<file path="src/rtl/uart_rx_frame.sv">
// UART receive framer: start, DATA_BITS data (LSB first), optional parity, stop.
// Each byte is presented with a one-cycle valid strobe and held error flags.
module uart_rx_frame #(
    parameter int DELAY_COUNTS = 5210,
    parameter int HALF_COUNTS  = 2605,
    parameter int DATA_BITS    = 8,
    parameter int PARITY_EN    = 1,
    parameter int PARITY_ODD   = 0
) (
    input  logic                 clk,
    input  logic                 rst,
    input  logic                 rx,
    output logic [DATA_BITS-1:0] rx_data,
    output logic                 rx_valid,
    output logic                 parity_err,
    output logic                 frame_err,
    output logic                 rx_busy
);
    // State     | meaning
    // S_IDLE    | line idle, waiting for a falling edge
    // S_START   | timing to the start-bit centre, glitch check
    // S_DATA    | sampling data bits at bit centres
    // S_PARITY  | sampling the parity bit
    // S_STOP    | sampling the stop bit, publishing the byte
    // S_WAIT_IDLE | break/framing error, waiting for line to return high

    localparam int CNT_W = $clog2(DELAY_COUNTS);
    localparam int IDX_W = (DATA_BITS > 1) ? $clog2(DATA_BITS) : 1;
    localparam logic [CNT_W-1:0] BIT_END  = CNT_W'(DELAY_COUNTS - 1);
    localparam logic [CNT_W-1:0] HALF_END = CNT_W'(HALF_COUNTS - 1);
    localparam logic [IDX_W-1:0] LAST_IDX = IDX_W'(DATA_BITS - 1);
    localparam logic PAR_EN  = (PARITY_EN != 0);
    localparam logic PAR_ODD = (PARITY_ODD != 0);

    typedef enum logic [2:0] {
        S_IDLE,
        S_START,
        S_DATA,
        S_PARITY,
        S_STOP,
        S_WAIT_IDLE
    } state_t;

    state_t               state;
    logic [1:0]           sync;
    logic                 rx_s;
    logic [CNT_W-1:0]     cnt;
    logic [IDX_W-1:0]     idx;
    logic [DATA_BITS-1:0] shift;
    logic                 par_bit;

    assign rx_s = sync[1];

    always_ff @(posedge clk) begin
        if (rst) begin
            state      <= S_IDLE;
            sync       <= 2'b11;
            cnt        <= '0;
            idx        <= '0;
            shift      <= '0;
            par_bit    <= 1'b0;
            rx_data    <= '0;
            rx_valid   <= 1'b0;
            parity_err <= 1'b0;
            frame_err  <= 1'b0;
            rx_busy    <= 1'b0;
        end else begin
            sync     <= {sync[0], rx};
            rx_valid <= 1'b0;
            cnt      <= cnt + 1'b1;
            case (state)
                S_IDLE: begin
                    cnt <= '0;
                    if (!rx_s) begin
                        state   <= S_START;
                        rx_busy <= 1'b1;
                    end
                end
                S_START: begin
                    if (cnt == HALF_END) begin
                        cnt <= '0;
                        idx <= '0;
                        if (rx_s) begin
                            state   <= S_IDLE;
                            rx_busy <= 1'b0;
                        end else begin
                            state <= S_DATA;
                        end
                    end
                end
                S_DATA: begin
                    if (cnt == BIT_END) begin
                        cnt   <= '0;
                        shift <= {rx_s, shift[DATA_BITS-1:1]};
                        if (idx == LAST_IDX) begin
                            state <= PAR_EN ? S_PARITY : S_STOP;
                        end else begin
                            idx <= idx + 1'b1;
                        end
                    end
                end
                S_PARITY: begin
                    if (cnt == BIT_END) begin
                        cnt     <= '0;
                        par_bit <= rx_s;
                        state   <= S_STOP;
                    end
                end
                S_STOP: begin
                    // Leaving at the stop-bit centre lets a back-to-back start edge be caught.
                    if (cnt == BIT_END) begin
                        cnt        <= '0;
                        rx_data    <= shift;
                        rx_valid   <= 1'b1;
                        parity_err <= PAR_EN ? (^shift ^ par_bit ^ PAR_ODD) : 1'b0;
                        frame_err  <= ~rx_s;
                        state      <= rx_s ? S_IDLE : S_WAIT_IDLE;
                        rx_busy    <= ~rx_s;
                    end
                end
                S_WAIT_IDLE: begin
                    cnt <= '0;
                    if (rx_s) begin
                        state   <= S_IDLE;
                        rx_busy <= 1'b0;
                    end
                end
                default: begin
                    state   <= S_IDLE;
                    cnt     <= '0;
                    rx_busy <= 1'b0;
                end
            endcase
        end
    end
endmodule
</file>
<file path="config.mk">
export PLATFORM = sky130hd
export DESIGN_NAME = uart_rx_frame
export DESIGN_NICKNAME = d
export VERILOG_FILES = /design/src/rtl/uart_rx_frame.sv
export SDC_FILE = /design/constraint.sdc
export NUM_CORES = 1
export LEC_CHECK = 0
export CAP_MARGIN = 20
export CORE_UTILIZATION = 31
export CTS_CLUSTER_DIAMETER = 40
export DETAILED_ROUTE_END_ITERATION = 10
export GPL_ROUTABILITY_DRIVEN = 0
export GPL_TIMING_DRIVEN = 1
export PLACE_DENSITY_LB_ADDON = 0.1
export SYNTH_ARGS = -nofsm -noshare
export SYNTH_HDL_FRONTEND = slang
export SYNTH_SLANG_ARGS = --single-unit
</file>
<file path="constraint.sdc">
create_clock -name clk -period 2.2 [get_ports clk]
set_input_delay 0.33 -clock clk [delete_from_list [all_inputs] [get_ports clk]]
set_output_delay 0.33 -clock clk [all_outputs]
set_load 0.02 [all_outputs]
</file>
==> impl_metrics.csv <==
group,metric,value,unit
sta,postLayoutSetupSlackWorst,0.248,ns
clocking,cts_buffer_depth,2,
setup_path,crit_path_end_kind,"register",
finish,layout_common_cells,"dfxtp_1, nand2_1, a21oi_1",
synthesis,ys_types,39,
setup_path,crit_path_start_kind,"register",
drt,wirelength,4030,um
drt,drt-vias-per-instance,4.79,
synthesis,mappedNetlistArea,1940,sq um
synthesis,synth_edf_count,0,
floorplan,num_rows,28,
global_routing,grt_pass1_vias,1470,
global_routing,grt_max_degree,29,
finish,final_core_util,38.1,%
job,cap_violations,0,
placed_design,port_buffers,14,
setup_path,arrival,2.14,ns
clocking,postCtsHoldBufs,0,
sta,fmax,512,MHz
power_and_ir_drop,p_leak,0.827,nW
sta,tns,0,ns
setup_path,cpPeakStageDelay,0.56,ns
global_routing,grt_first_pass_wirelength,6900,um
floorplan,die_h,81.1,um
power_and_ir_drop,peakVddDrop,0.285,mV
sta,rsz0062_at_grt,"false",
sta,setup_violations,0,
clocking,cts_root_buf,"clkbuf_8",
clocking,clk_pin_slew_worst_paths,0.08,ns
synthesis,syn_nets,238,
sta,final_max_slew_viol_count,0,
clocking,cts_tree,"done",
drt,via_count,1558,
global_routing,grt.total_usage,13.7,%
setup_path,crit_type,"register to register",
finish,final_cells,325,
status,status,"completed",
floorplan,ioPinCount,15,
finish,syn_to_final_growth,17.7,%
global_routing,grt.overflow.total,0,
finish,antennaDiodeCount,0,
drt,routedWlPerCell,12.4,um
floorplan,start_util,32.4,%
sta,skew,0.00691,ns
setup_path,cp_data_required_time,2.39,ns
worst_hold_path,hold_class,"register to register",
finish,layout-drive-gt1-share,10.4,%
floorplan,core,5990,sq um
setup_path,crit_fanout,8,
finish,mostFrequentLayoutCell,"dfxtp_1",
sta,hold_viol,0,
sta,post-route-min-period,1.95,ns
sta,max_slew.worst_pin.slew,0.368,ns
drt,ant_nets,0,
global_routing,antenna_found_initial,0,
finish,fin_nets,257,
floorplan,die_area,6580,sq um
drt,drc_errors,0,
power_and_ir_drop,powerDensity,620,nW/um^2
finish,fillCellCount,634,
placed_design,place_inst,317,
sta,relSlewSlack,75.5,%
clocking,cts_buffers,5,
drt,dr.pass1.iters,4,
setup_path,crit_path_cell_trace,"or4b_4, nor3_4, o221a_2, nor3b_1, a41o_1",
placed_design,place_ws,0.191,ns
sta,post-route-period-util,88.7,%
clocking,clock-sinks,42,
synthesis,yosys_most_used_dff,"dfxtp_1",
clocking,htreeDepth,2,
clocking,clock_latency,0.30,ns
placed_design,hpwlAfterDp,2780,um
floorplan,die_w,81.1,um
synthesis,yosys_warnings,0,
drt,dr.first_iter.drc_count,79,
setup_path,cpMaxStageDelayCell,"or4b_4",
synthesis,synth_cells,230,
synthesis,yosysSeqAreaShare,43.3,%
synthesis,synth_seq_cells,42,
synthesis,postSynthAreaPerCell,8.44,sq um
synthesis,synthArstFlopShare,0,%
-- cell usage after synthesis (3+ instances only) --
| cell type | n | area share [%] |
|---|---|---|
| xnor2_1 | 12 | 5.4 |
| a21oi_1 | 23 | 5.9 |
| nand2_1 | 39 | 7.5 |
| nand3_1 | 14 | 3.6 |
| nor3_1 | 4 | 1.0 |
| dfxtp_1 | 42 | 43 |
| xor2_1 | 5 | 2.3 |
| o21ai_0 | 7 | 1.8 |
| and2_1 | 3 | 0.97 |
| or2_2 | 3 | 0.97 |
| nor2_1 | 21 | 4.1 |
| clkbuf_1 | 7 | 1.4 |
| inv_1 | 8 | 1.5 |
| nand3b_1 | 3 | 1.2 |
| ha_1 | 5 | 3.2 |
| and3_1 | 3 | 0.97 |
-- cell type report --
| class | instances | area [sq um] | area share (%) |
|---|---|---|---|
| sequential | 42 | 841 | 36.8 |
| timing repair buffer | 23 | 208 | 9.09 |
| tap | 75 | 93.8 | 4.11 |
| clock buffer | 7 | 86.3 | 3.78 |
| multi-input combinational | 169 | 1020 | 44.7 |
| clock inverter | 1 | 5.00 | 0.219 |
| inverter | 8 | 30.0 | 1.31 |
-- timing repair --
| item | in CTS | in global routing |
|---|---|---|
| resized for setup | 0 | 1 |
| endpoints found under the hold margin | 0 | 0 |
| setup buffers | 0 | 0 |
| setup endpoints to repair | 0 | 2 |
-- cells by family after synthesis --
| logic type | count (synthesis) | synth area share (%) |
|---|---|---|
| AO/OA/AOI/OAI | 38 | 11.6 |
| adder cells (fa/ha/maj) | 5 | 3.22 |
| AND/OR/NAND/NOR | 106 | 27.8 |
| XOR/XNOR | 18 | 8.83 |
| flip-flops | 42 | 43.3 |
| multiplexers | 2 | 1.10 |
| buffers and inverters | 19 | 4.19 |
-- layer usage --
metal  global-route usage [%]  share of wire (%)  vias up
li1                         -                  -      821
met1                     19.9                 56      709
met2                     19.1                 39       23
met3                     4.04                3.4        5
met4                     4.82                1.4        0
met5                        0                  0        -
-- report_power, final --
group | internal (mW) | switching, mW | leakage [nW]
logic | 0.0470 | 0.0600 | 0.439
clock network | 0.254 | 0.271 | 0.0482
registers | 0.770 | 0.0145 | 0.339
-- per-stage QoR --
| step | cell area, sq um | hold slack (ns) | total power, mW |
|---|---|---|---|
| after floorplan | 1940 | 0.389 | 0.875 |
| after global placement | 2190 | 0.391 | 0.912 |
| after detailed placement | 2190 | 0.393 | 0.910 |
| after CTS | 2280 | 0.413 | 1.43 |
| after global routing | 2280 | 0.426 | 1.48 |
| final | 2280 | 0.412 | 1.42 |
-- flip-flops by register name, indices dropped and copies added, names as in the netlist --
register / flops
rx_valid: 1
par_bit: 1
idx: 3
cnt: 13
shift: 8
state: 3
rx_busy: 1
frame_err: 1
rx_data: 8
sync: 2
parity_err: 1
-- critical path, delay by kind of cell, from the launching register on --
| kind | cells | cell delay [ns] |
|---|---|---|
| AO/OA/AOI/OAI | 2 | 0.53 |
| AND/OR/NAND/NOR | 3 | 0.95 |
| flip-flops | 1 | 0.37 |
-- path summary, 6_finish.rpt --
| check | start | to | slack, ns | cells past startpoint |
|---|---|---|---|---|
| max | cnt[8] | idx[1] | 0.25 | 5 |
| min | sync[0] | sync[1] | 0.41 | 1 |
| max reg2reg | cnt[8] | idx[1] | 0.25 | 5 |
| min reg2reg | sync[0] | sync[1] | 0.41 | 1 |
No activity file was read; power rests on OpenSTA's default activity.
